`src/rtl/fifo_ctrl_sync.sv`:
```
// fifo_ctrl_sync: pointer, flag and handshake control for a single-clock
// FIFO whose storage array lives outside (registered rdata, 1-cycle latency).
// Params: DSIZE data width, ASIZE address width (depth 2^ASIZE).
// Ports: clk, rst_n (sync, active-low); push/push_data, pop/pop_data/pop_valid;
//   full, empty, count, overflow, underflow;
//   mem_wen/mem_waddr/mem_wdata, mem_ren/mem_raddr, mem_rdata.
// Option: define FIFO_CTRL_ERR_FLAGS_EN for sticky overflow/underflow flags;
//   undefined ties both flags to 0.
module fifo_ctrl_sync #(
  parameter int DSIZE = 8,
  parameter int ASIZE = 4
) (
  input  logic             clk,
  input  logic             rst_n,
  input  logic             push,
  input  logic [DSIZE-1:0] push_data,
  input  logic             pop,
  output logic [DSIZE-1:0] pop_data,
  output logic             pop_valid,
  output logic             full,
  output logic             empty,
  output logic [ASIZE:0]   count,
  output logic             overflow,
  output logic             underflow,
  output logic             mem_wen,
  output logic             mem_ren,
  output logic [ASIZE-1:0] mem_waddr,
  output logic [ASIZE-1:0] mem_raddr,
  output logic [DSIZE-1:0] mem_wdata,
  input  logic [DSIZE-1:0] mem_rdata
);

  logic [ASIZE:0] wptr;
  logic [ASIZE:0] rptr;
  logic           push_acc;
  logic           pop_acc;
  logic           pv;

  assign empty = (wptr == rptr);
  assign full  = (wptr[ASIZE] != rptr[ASIZE]) &&
                 (wptr[ASIZE-1:0] == rptr[ASIZE-1:0]);
  assign count = wptr - rptr;

  // Gating with rst_n keeps memory enables low while reset is held.
  assign pop_acc  = rst_n && pop && !empty;
  // A push into a full FIFO is safe only alongside a pop: the memory
  // reads the old entry at the same edge the new one is written.
  assign push_acc = rst_n && push && (!full || pop_acc);

  assign mem_wen   = push_acc;
  assign mem_waddr = wptr[ASIZE-1:0];
  assign mem_wdata = push_data;
  assign mem_ren   = pop_acc;
  assign mem_raddr = rptr[ASIZE-1:0];

  assign pop_valid = pv;
  assign pop_data  = mem_rdata;

  always_ff @(posedge clk) begin
    if (!rst_n) begin
      wptr <= '0;
      rptr <= '0;
      pv   <= 1'b0;
    end else begin
      if (push_acc)
        wptr <= wptr + (ASIZE+1)'(1);
      if (pop_acc)
        rptr <= rptr + (ASIZE+1)'(1);
      pv <= pop_acc;
    end
  end

`ifdef FIFO_CTRL_ERR_FLAGS_EN
  logic ovf;
  logic unf;

  always_ff @(posedge clk) begin
    if (!rst_n) begin
      ovf <= 1'b0;
      unf <= 1'b0;
    end else begin
      if (push && full && !pop_acc)
        ovf <= 1'b1;
      if (pop && empty)
        unf <= 1'b1;
    end
  end

  assign overflow  = ovf;
  assign underflow = unf;
`else
  assign overflow  = 1'b0;
  assign underflow = 1'b0;
`endif

endmodule

```
`config.mk`:
```
export PLATFORM = sky130hd
export DESIGN_NAME = fifo_ctrl_sync
export DESIGN_NICKNAME = d
export VERILOG_FILES = /design/src/rtl/fifo_ctrl_sync.sv
export SDC_FILE = /design/constraint.sdc
export NUM_CORES = 1
export LEC_CHECK = 0
export CAP_MARGIN = 20
export CORE_MARGIN = 2
export CORE_UTILIZATION = 36
export DETAILED_ROUTE_END_ITERATION = 12
export GPL_TIMING_DRIVEN = 0
export HOLD_SLACK_MARGIN = 0.12
export MAX_ROUTING_LAYER = met4
export PLACE_DENSITY = 0.91
export SYNTH_ARGS = -nofsm -noshare
export SYNTH_HDL_FRONTEND = slang
export SYNTH_SLANG_ARGS = --single-unit
```
`constraint.sdc`:
```
create_clock -name clk -period 2.1 [get_ports clk]
set_clock_uncertainty 0.15 [all_clocks]
set_input_delay 0.315 -clock clk [delete_from_list [all_inputs] [get_ports clk]]
set_output_delay 0.315 -clock clk [all_outputs]
set_load 0.01 [all_outputs]
```
==> metrics, run 1 <==
critical path launch point wptr[0]; EDFF count, synth 0; CTS tree built; switch share 34.4%; critical path type reg2out; HPWL after DPL 1530 um; Die ar. 2810 sq um; GPL Wtd Cong 0.752; Req. time, crit path 1.63 ns; hold-fix buffers at CTS 0; vias in the first global route 820; Max Cap Violations 0; clock power share 16.4%; mapped cell area 866 sq um; Die Width 53.0 um; Power Total 0.000890 W; Max VDD drop 0.322 mV; Tightest Hold Check Type reg2reg; IO buf count 37; flop-to-flop setup slack 0.21 ns; vias 857; worst stage delay on the critical path 0.34 ns; Final Net Count 184; Sequential Power Share 27.8%; largest net degree at the start of global routing 11; Avg Inst Size Synth 8.49 sq um; Critical Path End Type output pin; sequential share of the synthesized area 25.4%; final cycle utilization of the critical path 108%; clk_lat worst skew 0.27 ns; Synth Instances 102; clock root buffer clkbuf_4; Synth cell types 24; DRT iter0 DRCs 5; crit path max fanout 2; Sw Pwr 0.000307 W; Worst R2R Path Depth 7; share of layout cells above drive strength 1 44.9%; Setup violations, final 2; FILL cells 192; WL final 2280 um; internal power 0.000584 W; Clock transition at path regs 0.07 ns; TritonCTS Buffers 3; RSZ-0062 raised after global routing yes; clk buf depth 2; Crit path top cell by count inv_2; Initial Utilization 38.8%; # diodes 0; Critical Path End count[4]; outcome complete, but fails checks; combinational share of power 55.9%; startpoint types flop; global route overflow 0; vias per cell 4.66; critical path's slowest cell fa_2; drt wl/cell 12.4 um; power density cells 616 nW/um^2; Pins Over Slew Limit 0; global-route usage over all layers 16.9%; Final Hold Fails 0; FF-to-FF Start wptr[3]; violated checks setup timing; DRC 0; Synth Flop Type dfxtp_1; critical path cell sequence inv_2 > ha_4 > inv_2 > fa_2 > a21o_1 > a21oi_2 > xnor2_1 > buf_2; clk sinks 11; site row count 17; core area 2230 sq um; shortest period the worst path allows 2.27 ns; first-pass GRT wire length 3370 um; TritonRoute pass-1 iters 4; async set-reset flop share out of synthesis 0%; f_max 440 MHz; leakage 0.628 nW; Yosys reg bits 11; ANT nets after route 0; worst path arrival time 1.81 ns; Synth Warn # 0; H-tree depth 1; reg2reg end wptr[4]; setup_tns -0.246 ns; initial antenna violation count 0; Die Y 53.0 um; I/O pin count 56; area growth from synthesis to layout 67.1%; fin worst setup slack -0.173 ns
==> critical path: cells and delay by family, from the launching register on <==
kind                       cells  cell delay [ns]
adders and majority gates      2             0.46
DFF                            1             0.33
AOI/OAI and AO/OA              2             0.35
xor gates and xnor gates       1             0.14
buffers and inverters          3             0.27
==> cell usage in the layout (no fill, tap or decap) <==
cell / n
buf_2: 6
buf_4: 37
buf_6: 1
o311ai_0: 1
clkbuf_1: 2
a21oi_2: 2
inv_1: 2
nand4_1: 2
xnor2_1: 5
a21oi_1: 4
inv_2: 5
ha_1: 2
clkbuf_2: 1
and4_1: 1
fa_2: 1
a21o_1: 2
ha_4: 4
dfxtp_4: 4
conb_1: 2
clkdlybuf4s50_1: 29
dfxtp_1: 4
or3_1: 3
o211ai_1: 1
mux2i_1: 1
o21ai_4: 1
xnor2_2: 1
dfxtp_2: 3
xor2_1: 4
nor2_1: 11
clkdlybuf4s15_1: 1
o31ai_4: 1
nand3_1: 4
o21ai_0: 4
clkbuf_4: 3
nand2_1: 1
==> power groups by stage <==
stage / sequential (W) / combinational [W] / clock [W]
detailed placement: 0.000248 / 0.000413 / 0
finish: 0.000247 / 0.000498 / 0.000146
CTS: 0.000251 / 0.000460 / 0.000147
floorplan: 0.000244 / 0.000227 / 0
global placement: 0.000247 / 0.000401 / 0
global route: 0.000250 / 0.000536 / 0.000155
==> worst min-delay path by stage <==
stage                          to  depth (start not counted)  startpoint  slack [ns]
after floorplan           wptr[1]                          2       rst_n        0.30
after global placement    rptr[3]                          2     rptr[3]        0.36
after detailed placement  rptr[3]                          2     rptr[3]        0.38
after CTS                 rptr[3]                          2     rptr[3]        0.36
after global routing      rptr[3]                          2     rptr[3]        0.39
final                     rptr[3]                          2     rptr[3]        0.37
==> timing repair <==
item                                    in CTS  in global routing
gates resized for setup                     45                 10
buffers inserted                             6                  6
pin swaps                                    8                 10
endpoints found under the setup margin      11                  8
==> sequential cells by signal, indices dropped and copies added (netlist names) <==
name       count
pop_valid      1
rptr           5
wptr           5
==> cell families after synthesis <==
group | after synthesis | share of synthesized area [%]
compound gates | 16 | 12.9
xor+xnor | 10 | 11.0
fa+ha+maj | 7 | 11.0
buf+inv | 34 | 26.0
flops | 11 | 25.4
mux | 1 | 1.16
other cells | 1 | 0.433
simple gates | 22 | 12.1
==> metrics by stage <==
stage	cells	area [sq um]	util [%]	worst slack, ns	hold slack [ns]
finish	184	1450	64.8	-0.173	0.369
global route	184	1450	64.8	-0.240	0.391
CTS	178	1410	63.1	-0.147	0.360
detailed placement	168	1270	57.1	-0.460	0.376
global placement	168	1270	57.1	-0.428	0.363
floorplan	103	870	-	0.169	0.304
==> layout make-up <==
type / instances / area, sq um / area share [%]
inverters: 7 / 26.3 / 1.82
clock buffers: 4 / 26.3 / 1.82
multi-input cells: 58 / 492 / 34.0
repair buffers: 49 / 429 / 29.7
well taps: 28 / 35.0 / 2.42
flip-flops and latches: 11 / 239 / 16.5
plain buffers: 27 / 199 / 13.8
==> cell usage after synthesis (all sizes together) (2+ instances only) <==
master / instances / share of area (%)
buf: 26 / 23
dfxtp: 11 / 25
nor2: 11 / 4.8
inv: 7 / 3.0
a21oi: 6 / 3.5
ha: 6 / 8.7
xnor2: 6 / 6.9
o21ai: 5 / 3.3
nand3: 4 / 2.3
xor2: 4 / 4.0
or3: 3 / 2.2
a21o: 2 / 1.7
nand4: 2 / 1.4
==> per-layer routing <==
layer / global-route usage, % / share of wire (%)
met2: 31.7 / 52
met5: - / 0
met3: 1.69 / 5.5
met4: 7.69 / 1.0
met1: 17.8 / 41
Power figures use the tool's default switching activity.
==> run 2, diff against run 1 <==
--- a/config.mk
+++ b/config.mk
@@ -6,13 +6,16 @@
 export NUM_CORES = 1
 export LEC_CHECK = 0
 export CAP_MARGIN = 20
+export CELL_PAD_IN_SITES_DETAIL_PLACEMENT = 2
+export CELL_PAD_IN_SITES_GLOBAL_PLACEMENT = 2
+export CORE_ASPECT_RATIO = 2
 export CORE_MARGIN = 2
-export CORE_UTILIZATION = 36
+export CORE_UTILIZATION = 18
 export DETAILED_ROUTE_END_ITERATION = 12
 export GPL_TIMING_DRIVEN = 0
 export HOLD_SLACK_MARGIN = 0.12
 export MAX_ROUTING_LAYER = met4
-export PLACE_DENSITY = 0.91
+export PLACE_DENSITY = 0.88
 export SYNTH_ARGS = -nofsm -noshare
 export SYNTH_HDL_FRONTEND = slang
 export SYNTH_SLANG_ARGS = --single-unit
==> run 2 against run 1 <==
  * The run still ends with setup timing left
  * Via count increased by 5.3%
  * Combinational power increased by 16%
  * Hold slack gained 0.012 ns
  * First-iteration DRC count unchanged
  * Sequential power is essentially flat
  * Non-clock buffer count grew 4
==> metrics, run 2 (same netlist as run 1, synthesis figures left out) <==
outcome complete, but fails checks; violated checks setup timing; worst stage delay on the critical path 0.35 ns (about the same); I/O pin count 56 (unchanged); H-tree depth 1 (unchanged); most frequent cells in the layout buf_4 (40), clkdlybuf4s50_1 (29), nor2_1 (10); Die Width 53.0 um (unchanged); Die ar. 5410 sq um (+92%); leakage 0.666 nW (+6.0%); DRT iter0 DRCs 5 (unchanged); CTS tree built; Hold Path Cell Cnt 2 (unchanged); site row count 35 (+18); Hold EP wptr[3]; global-route usage over all layers 11.3% (-5.7 points); share of layout cells above drive strength 1 46.9% (+2.0 points); Sw Pwr 0.000341 W (+11%); ANT nets after route 0 (unchanged); clk buf depth 2 (unchanged); f_max 453 MHz (+3.0%); fin cells 215 (+17%); setup_tns -0.200 ns (+0.0455 ns); Tightest Hold Check Type reg2reg; WHS 0.381 ns (+0.0121 ns); Layout Utilization 33.6% (-31 points); internal power 0.000697 W (+19%); Clock transition at path regs 0.05 ns (-0.02 ns); first-pass GRT wire length 4490 um (+33%); WL final 2840 um (+24%); global route overflow 0 (unchanged); GPL Wtd Cong 0.790 (+5.1%); initial antenna violation count 0 (unchanged); IO buf count 37 (unchanged); placed cell count 195 (+16%); Max VDD drop 0.435 mV (+35%); Final Hold Fails 0 (unchanged); core area 4600 sq um (+110%); FF-to-FF Start rptr[1]; Pins Over Slew Limit 0 (unchanged); clk_lat worst skew 0.24 ns (-0.03 ns); Hold Startpoint wptr[3]; clock root buffer clkbuf_8; Placement Setup Slack -0.627 ns (-0.167 ns); worst path arrival time 1.74 ns (-0.07 ns); TritonRoute pass-1 iters 2 (-2); Die Y 102 um (+92%); vias in the first global route 980 (+20%); clock power share 20.6% (+4.2 points); power density cells 671 nW/um^2 (+9.0%); RSZ-0062 raised after global routing yes; # diodes 0 (unchanged); crit path max fanout 2 (unchanged); startpoint types flop; switch share 32.8% (-1.6 points); Worst R2R Path Depth 8 (+1); Final Net Count 188 (+2.2%); DRC 0 (unchanged); final cycle utilization of the critical path 105% (-3.2 points); Initial Utilization 18.8% (-20 points); largest net degree at the start of global routing 11 (unchanged); shortest period the worst path allows 2.21 ns (-0.0666 ns); Req. time, crit path 1.63 ns (about the same); area growth from synthesis to layout 78.6%; vias 902 (+5.3%); fin worst setup slack -0.106 ns (+0.0666 ns); clk sinks 11 (unchanged); flop-to-flop setup slack 0.16 ns (-0.05 ns); reg2reg end wptr[2]; Sequential Power Share 23.9% (-3.9 points); Critical Path End Type output pin; commonest non-fill, non-tap cell in the layout buf_4; drt wl/cell 13.2 um (+6.4%); TritonCTS Buffers 3 (unchanged); vias per cell 4.20 (-9.9%); combinational share of power 55.5% (-0.4 points); critical path type reg2out; Setup violations, final 3 (+1); critical path's slowest cell dfxtp_4; critical path cell sequence inv_4 > ha_4 > inv_2 > fa_2 > a21o_1 > a21oi_2 > xnor2_1 > buf_2; HPWL after DPL 2050 um (+33%); Max Cap Violations 0 (unchanged)
run 2: cell types whose count changed in the layout (fill, tap and decap cells not counted), sizes merged:
cell           change
buf                +5
clkbuf             -1
clkdlybuf4s15      -1
dlygate4sd2        +1
run 2: area by class of cell:
class	count	area [sq um]
Clock buffer	4	45.0
Sequential cell	11	240
Tap cell	55	68.8
Buffer	27	199
Multi-Input combinational cell	58	494
Inverter	7	28.8
Timing Repair Buffer	53	470
Fill cell	520	3050
run 2: worst max-delay path by stage:
| stage | startpoint | endpoint | slack [ns] |
|---|---|---|---|
| after CTS | wptr[0] | count[4] | -0.13 |
| final | wptr[0] | count[4] | -0.11 |
| after global routing | wptr[0] | count[4] | -0.19 |
| after global placement | rptr[2] | mem_wen | -0.51 |
| after floorplan | rptr[0] | count[4] | 0.17 |
| after detailed placement | rptr[2] | mem_wen | -0.63 |
run 2: critical path: cells and delay by family, from the launching register on:
kind                     cells  cell delay [ns]
XOR/XNOR                     1             0.12
buffers and inverters        3             0.25
flip-flops                   1             0.35
AO/OA/AOI/OAI                2             0.33
adder cells (fa/ha/maj)      2             0.46
run 2: routing by layer:
layer | up-vias | global-route usage [%] | wire length [um]
li1 | 430 | - | -
met1 | 426 | 11.1 | 997
met2 | 44 | 20.9 | 1630
met3 | 2 | 1.75 | 180
met4 | 0 | 4.93 | 32
met5 | - | - | 0
run 2: through the flow:
stage                     total power [W]  area [sq um]
after floorplan                  0.000471           870
after global placement           0.000660          1310
after detailed placement         0.000676          1310
after CTS                        0.000986          1500
after global routing              0.00112          1550
final                             0.00104          1550
run 2: what timing repair did:
action	in CTS	in global routing
resized for setup	53	4
setup endpoints to repair	17	8
setup buffers	12	4
pin swaps	7	7
hold buffers	0	0
gates cloned	0	0
run 2: power groups by stage:
| stage | clock network, W | registers (W) | logic (W) |
|---|---|---|---|
| 2_1_floorplan | 0 | 0.000244 | 0.000227 |
| 5_1_grt | 0.000233 | 0.000251 | 0.000633 |
| 3_3_place_gp | 0 | 0.000249 | 0.000411 |
| 3_5_place_dp | 0 | 0.000251 | 0.000426 |
| 4_1_cts | 0.000222 | 0.000249 | 0.000515 |
| 6_report | 0.000213 | 0.000248 | 0.000576 |
==> run 3, diff against run 2 <==
--- a/config.mk
+++ b/config.mk
@@ -16,6 +16,7 @@
 export HOLD_SLACK_MARGIN = 0.12
 export MAX_ROUTING_LAYER = met4
 export PLACE_DENSITY = 0.88
+export RECOVER_POWER = 25
 export SYNTH_ARGS = -nofsm -noshare
 export SYNTH_HDL_FRONTEND = slang
 export SYNTH_SLANG_ARGS = --single-unit
==> run 3 against run 2 <==
  * The run still ends with setup timing left
  * Sequential power about the same
  * Final cell count unchanged
  * Die area unchanged
  * Sequential share of layout area unchanged
  * Critical path type unchanged
  * Critical endpoint unchanged
  * Largest cell class unchanged
==> metrics, run 3 (same netlist as run 1, synthesis figures left out) <==
IO buf count 37 (unchanged); placed cell count 195 (unchanged); ANT nets after route 0 (unchanged); commonest non-fill, non-tap cell in the layout buf_4; worst path arrival time 1.74 ns (about the same); Worst R2R Path Depth 8 (unchanged); Pins Over Slew Limit 0 (unchanged); violated checks setup timing; core area 4600 sq um (unchanged); vias in the first global route 980 (unchanged); startpoint types flop; Die ar. 5410 sq um (unchanged); vias 902 (unchanged); placed cell areas 1310 sq um (unchanged); critical path type reg2out; combinational share of power 55.3% (-0.2 points); Sequential Power Share 24.0% (about the same); outcome complete, but fails checks; Final Instance Area 1550 sq um (unchanged); most frequent cells in the layout buf_4 (40), clkdlybuf4s50_1 (20), nor2_1 (10); initial antenna violation count 0 (unchanged); Hold Path Cell Cnt 2 (unchanged); leakage 0.668 nW (+0.36%); Max Cap Violations 0 (unchanged); internal power 0.000693 W (-0.49%); Die Width 53.0 um (unchanged); final cycle utilization of the critical path 105% (about the same); Initial Utilization 18.8% (unchanged); WL final 2830 um (-0.14%); clk buf depth 2 (unchanged); first-pass GRT wire length 4490 um (unchanged); clk sinks 11 (unchanged); Clock transition at path regs 0.05 ns (about the same); WHS 0.381 ns (unchanged); TritonRoute pass-1 iters 2 (unchanged); DRC 0 (unchanged); Die Y 102 um (unchanged); Sw Pwr 0.000340 W (-0.13%); RSZ-0062 raised after global routing yes; Final Net Count 188 (unchanged); fin worst setup slack -0.106 ns (+0.0000350 ns); # diodes 0 (unchanged); Tightest Hold Check Type reg2reg; global route overflow 0 (unchanged); CTS tree built; I/O pin count 56 (unchanged); share of layout cells above drive strength 1 46.9% (unchanged); clock root buffer clkbuf_8; global-route usage over all layers 11.3% (unchanged); Placement Setup Slack -0.627 ns (unchanged); vias per cell 4.20 (unchanged); Req. time, crit path 1.63 ns (about the same); HPWL after DPL 2050 um (unchanged); largest net degree at the start of global routing 11 (unchanged); fin cells 215 (unchanged); area growth from synthesis to layout 78.6% (unchanged); f_max 453 MHz (about the same); clk_lat worst skew 0.24 ns (about the same); TritonCTS Buffers 3 (unchanged); setup_tns -0.200 ns (+0.0000840 ns); clock power share 20.6% (about the same); Final Hold Fails 0 (unchanged); GPL Wtd Cong 0.790 (unchanged); power density cells 668 nW/um^2 (-0.37%); hold-fix buffers at CTS 0 (unchanged); H-tree depth 1 (unchanged); switch share 32.9% (+0.080 points); site row count 35 (unchanged); Max VDD drop 0.435 mV (about the same); Critical Path End Type output pin; DRT iter0 DRCs 5 (unchanged); drt wl/cell 13.2 um (-0.14%); Setup violations, final 3 (unchanged); crit path max fanout 2 (unchanged); shortest period the worst path allows 2.21 ns (-0.0000350 ns)
[run 3: cell types whose count changed in the layout (fill, tap and decap cells not counted), sizes merged]
cell	before	now
clkdlybuf4s50	29	20
dlygate4sd3	0	9
[run 3: repair_timing]
action                                  in CTS  in global routing
pin swaps                                    7                  7
endpoints found under the setup margin      17                  8
setup buffers                               12                  4
gates resized for setup                     53                  4
gates cloned                                 0                  0
[run 3: critical path, cell delays in order (launching register included)]
cell and delay, ns:
dfxtp_4 0.35, inv_4 0.06, ha_4 0.12, inv_2 0.04
fa_2 0.34, a21o_1 0.18, a21oi_2 0.15, xnor2_1 0.12
buf_2 0.15
[run 3: area by class of cell]
cell class | count | area [sq um]
plain buffers | 27 | 199
clock buffers | 4 | 45.0
fillers | 520 | 3050
inverters | 7 | 28.8
multi-input cells | 58 | 494
flip-flops and latches | 11 | 240
well taps | 55 | 68.8
repair buffers | 53 | 470
[run 3: metal layers]
layer	global-route usage [%]	wire length, um
met5	-	0
met4	4.93	32
met3	1.75	179
met2	20.9	1630
met1	11.1	996
[run 3: power by group through the flow]
stage | registers (W) | clock network [W] | logic, W
after floorplan | 0.000244 | 0 | 0.000227
after global placement | 0.000249 | 0 | 0.000411
after detailed placement | 0.000251 | 0 | 0.000426
after CTS | 0.000249 | 0.000222 | 0.000515
after global routing | 0.000251 | 0.000233 | 0.000629
final | 0.000248 | 0.000213 | 0.000572
[run 3: final timing paths]
path / slack [ns] / to / startpoint
min: 0.38 / wptr[3] / wptr[3]
min reg2reg: 0.38 / wptr[3] / wptr[3]
max reg2reg: 0.16 / wptr[2] / rptr[1]
max: -0.11 / count[4] / wptr[0]
[run 3: stage by stage]
stage	power, W	util [%]
after global routing	0.00111	33.6
after global placement	0.000660	28.5
after floorplan	0.000471	-
final	0.00103	33.6
after CTS	0.000986	32.7
after detailed placement	0.000676	28.5
==> edit 1, RTL diff (settings of run 2) <==
Change the parameter `ASIZE` from 4 to 2.
--- a/src/rtl/fifo_ctrl_sync.sv
+++ b/src/rtl/fifo_ctrl_sync.sv
@@ -8,7 +8,7 @@
 //   undefined ties both flags to 0.
 module fifo_ctrl_sync #(
   parameter int DSIZE = 8,
-  parameter int ASIZE = 4
+  parameter int ASIZE = 2
 ) (
   input  logic             clk,
   input  logic             rst_n,
Ports: changed (resized count, mem_raddr and mem_waddr); port bits go from 56 to 50. No check against the original RTL was run, so the function may have changed too.
==> edit 1 against run 2 <==
- cell area is 28% lower
- via count is 28% lower
- non-clock buffer count is 21 lower
- first-iteration DRC count is 40% lower
- hold slack worse by 22 ps
- sequential cell count is 4 lower
- worst setup slack better by 180 ps
- clock power is 9.9% lower
- combinational power is 41% lower
- total power is 33% lower
- area after synthesis is 29% lower
- routed wire length is 33% lower
- largest cell class unchanged
==> edit 1: results (changes against run 2) <==
metric	value	unit	change
synth_area_leaders	buf_4, dfxtp_1, ha_1		
pre_cts_ws	-381	ps	+245 ps
hold_slack	359	ps	-21.7 ps
clk_latency	230	ps	
vdd_ir_drop_max	0.268	mV	-38%
crit_arrival	1560	ps	-180 ps
drt_iter0_markers	3		-2
p_leak	0.517	nW	-22%
grt_max_degree	11		unchanged
hpwl	1.42	mm	-31%
endpoint	count[1]		
grt_usage	9.98	%	-1.3 points
vias_per_cell	4.36		+3.9%
synth_common_cells	buf_4, nand2_1, dfxtp_1, inv_1, mux2i_1		
drive_above_1_share	37.9	%	-8.9 points
placed_cells	139		-29%
post_cts_buffers	2		-10
r2r_cells	6		-2
antenna_cells	0		unchanged
whs_endpoint	rptr[0]		
yosysUniqueCellTypes	21		-13%
synth.avg_cell_area	8.24	um2	-2.9%
fin_crit_sh	96.3	%	-8.7 points
hp-class	flip-flop to flip-flop		
p_sw	0.222	mW	-35%
min_from	rptr[0]		
placed_cell_area	972	um2	-26%
ys_seq_area_share	22.7	%	-2.8 points
stdcell_count	148		-31%
grt_pass1_wl	2.81	mm	-37%
post_drt_wl_per_cell	12.8	um	-3.2%
finalWeightedCongestion	0.738		-6.7%
slowest_delay	470	ps	+120 ps
run_status	finished clean		
cp_slowest_cell	fa_1		
grt_pass1_vias	672		-31%
h-tree-depth	1		unchanged
worst_r2r_endpoint	wptr[0]		
dominantRegCellSynth	dfxtp_1		
worstPathMaxFanout	3		+1
port_buffers	31		-16%
rrSetupSlack	550	ps	+390 ps
cts_resized	24		-55%
async_flop_share	0	%	unchanged
## edit 1: changes by cell type after synthesis, moves of 3 or more
cell | run 2 | this run
and2_1 | 0 | 3
nor2_1 | 11 | 2
nand2_1 | 1 | 10
or3_1 | 3 | 0
mux2i_1 | 1 | 5
o21ai_0 | 4 | 1
a21oi_1 | 6 | 0
buf_4 | 26 | 22
dfxtp_1 | 11 | 7
xor2_1 | 4 | 1
nand3_1 | 4 | 0
xnor2_1 | 5 | 2
## edit 1: logic make-up (layout without fill, tap and decap cells)
| kind of cell | count (synthesis) | after routing | share of synthesized area (%) |
|---|---|---|---|
| buffers and inverters | 30 | 70 | 31.6 |
| AND/OR/NAND/NOR | 18 | 18 | 14.0 |
| flip-flops | 7 | 7 | 22.7 |
| AO/OA/AOI/OAI | 6 | 6 | 7.49 |
| adder cells (fa/ha/maj) | 5 | 5 | 11.3 |
| multiplexers | 5 | 5 | 8.10 |
| XOR/XNOR | 3 | 3 | 4.25 |
| other | 1 | 2 | 0.607 |
## edit 1: final cells by class
cell class                      instances  area (um2)
Fill cell                             375        2220
Multi-Input combinational cell         39         353
Timing Repair Buffer                   36         332
Buffer                                 23         173
Sequential cell                         7         150
Clock buffer                            4        45.0
Tap cell                               32        40.0
Inverter                                7        26.3
## edit 1: power by group through the flow
stage               clock network [mW]  registers [mW]  logic, mW
finish                           0.192           0.167      0.337
global route                     0.209           0.170      0.368
CTS                              0.200           0.169      0.324
detailed placement                   0           0.166      0.298
global placement                     0           0.164      0.288
floorplan                            0           0.162      0.152
## edit 1: routing by layer
layer  share of wire (%)  global-route usage [%]  up-vias
met5                   0                       -        -
met2                  56                    17.4       48
met1                  32                    9.38      294
met3                  10                    2.28        4
met4                 1.8                    5.61        0
li1                    -                       -      299
==> edit 2, RTL diff (settings of run 2) <==
Made on the original files. Put a register stage on the output `count`, without a reset. The value now appears one clock later. The other outputs are not delayed to match.
--- a/src/rtl/fifo_ctrl_sync.sv
+++ b/src/rtl/fifo_ctrl_sync.sv
@@ -39,7 +39,9 @@
   assign empty = (wptr == rptr);
   assign full  = (wptr[ASIZE] != rptr[ASIZE]) &&
                  (wptr[ASIZE-1:0] == rptr[ASIZE-1:0]);
-  assign count = wptr - rptr;
+  always_ff @(posedge clk) begin
+    count <= wptr - rptr;
+  end
 
   // Gating with rst_n keeps memory enables low while reset is held.
   assign pop_acc  = rst_n && pop && !empty;
Behaviour: not the same (Yosys sat finds a counterexample within 4 cycles, from zero or initial values and one cycle with rst_n low).
==> edit 2 against run 2 <==
- synthesized cell count is 5.9% higher
- non-clock buffer count up 1
- routed wire length grew 22%
- total power up 16%
- sequential cell count rose by 5
- worst setup slack improved by 160 ps
- area after synthesis up 11%
- cell area rose by 7.4%
- critical endpoint is now mem_wen
==> edit 2: results (changes against run 2) <==
metric	value	unit	change
worstReg2RegStart	rptr[0]		
drive_above_1_share	42.5	%	-4.4 points
hpwl	2.22	mm	+8.7%
drt_iter0_markers	14		+9
grt_pass1_vias	1010		+3.1%
synth.avg_cell_area	8.93	um2	+5.2%
ys_seq_area_share	33.2	%	+7.8 points
worstPathMaxFanout	4		+2
run_status	finished clean		
p_leak	0.708	nW	+6.4%
synth-compound-area-share	11.7	%	-1.2 points
worst_r2r_endpoint	wptr[3]		
r2r_cells	7		-1
grt_max_degree	11		unchanged
synth_area_leaders	dfxtp_1, buf_4, ha_1		
synth_mux_area_share	1.04	%	-0.12 points
wl	3.46	mm	+22%
yosysUniqueCellTypes	23		-4.2%
layout.nets	195		+3.7%
grt_usage	12.0	%	+0.74 points
drt_pass1_iterations	4		+2
finalWeightedCongestion	0.701		-11%
pre_cts_ws	-653	ps	-26.2 ps
clk_latency	260	ps	+20 ps
crit_arrival	1580	ps	-160 ps
yosys.area_share.xor_xnor	8.95	%	-2.0 points
vias_per_cell	4.28		+2.0%
vias	963		+6.8%
hold_slack	395	ps	+14.2 ps
grt_pass1_wl	5.20	mm	+16%
vdd_ir_drop_max	0.388	mV	-11%
-- edit 2: changes by cell type in the layout (fill, tap and decap cells not counted), moves of 3 or more --
cell | before | now
dfxtp_1 | 3 | 8
buf_2 | 7 | 3
clkdlybuf4s50_1 | 29 | 33
a21oi_1 | 4 | 7
-- edit 2: logic make-up (layout without fill, tap and decap cells) --
kind of cell,Yosys count,count (layout)
XOR/XNOR,9,9
other,1,2
flip-flops,16,16
AO/OA/AOI/OAI,17,17
AND/OR/NAND/NOR,22,22
multiplexers,1,1
adder cells (fa/ha/maj),7,7
buffers and inverters,35,93
-- edit 2: area by class of cell --
type / instances / area (um2)
Fill cell: 559 / 3480
Timing Repair Buffer: 54 / 482
Sequential cell: 16 / 338
Clock buffer: 4 / 55.1
Tap cell: 58 / 72.6
Multi-Input combinational cell: 58 / 477
Inverter: 8 / 37.5
Buffer: 27 / 200
-- edit 2: worst max path at each step --
stage | start | endpoint | slack [ps] | cells after the start
floorplan | rptr[2] | mem_wen | 170 | 5
global placement | rptr[2] | mem_wen | -590 | 6
detailed placement | rptr[2] | mem_wen | -650 | 6
CTS | wptr[0] | mem_wen | -20 | 7
global route | rptr[2] | mem_wen | -70 | 7
finish | rptr[2] | mem_wen | 50 | 7
-- edit 2: stage by stage --
| stage | TNS (ps) | cell area, um2 | util (%) |
|---|---|---|---|
| 2_1_floorplan | 0 | 968 | - |
| 3_3_place_gp | -1900 | 1410 | 27.5 |
| 3_5_place_dp | -2710 | 1410 | 27.5 |
| 4_1_cts | -17.7 | 1630 | 31.8 |
| 5_1_grt | -71.5 | 1660 | 32.3 |
| 6_report | 0 | 1660 | 32.3 |
-- edit 2: report_power, final --
part	switching [mW]	total, mW	internal, mW	leakage, nW
combinational	0.225	0.529	0.304	0.544
sequential	0.0343	0.392	0.358	0.135
clock	0.117	0.284	0.167	0.0288
total	0.376	1.20	0.829	0.708
-- edit 2: what timing repair did --
item | CTS | global route
setup endpoints to repair | 13 | 4
buffers inserted | 13 | 4
pin swaps | 8 | 5
resized for setup | 34 | 6
-- edit 2: critical path, stage by stage (launching register included) --
cell,delay [ps]
dfxtp_2,350
inv_4,40
ha_4,260
nand4_1,110
buf_6,150
o31ai_4,200
nor2_1,60
buf_2,140
-- edit 2: per-layer routing --
metal / vias to the layer above / track usage, % / part of all wire, %
met5: - / - / 0
met4: 0 / 6.79 / 2.8
met3: 5 / 1.20 / 5.7
met2: 48 / 23.5 / 57
met1: 465 / 11.0 / 34
li1: 445 / - / -
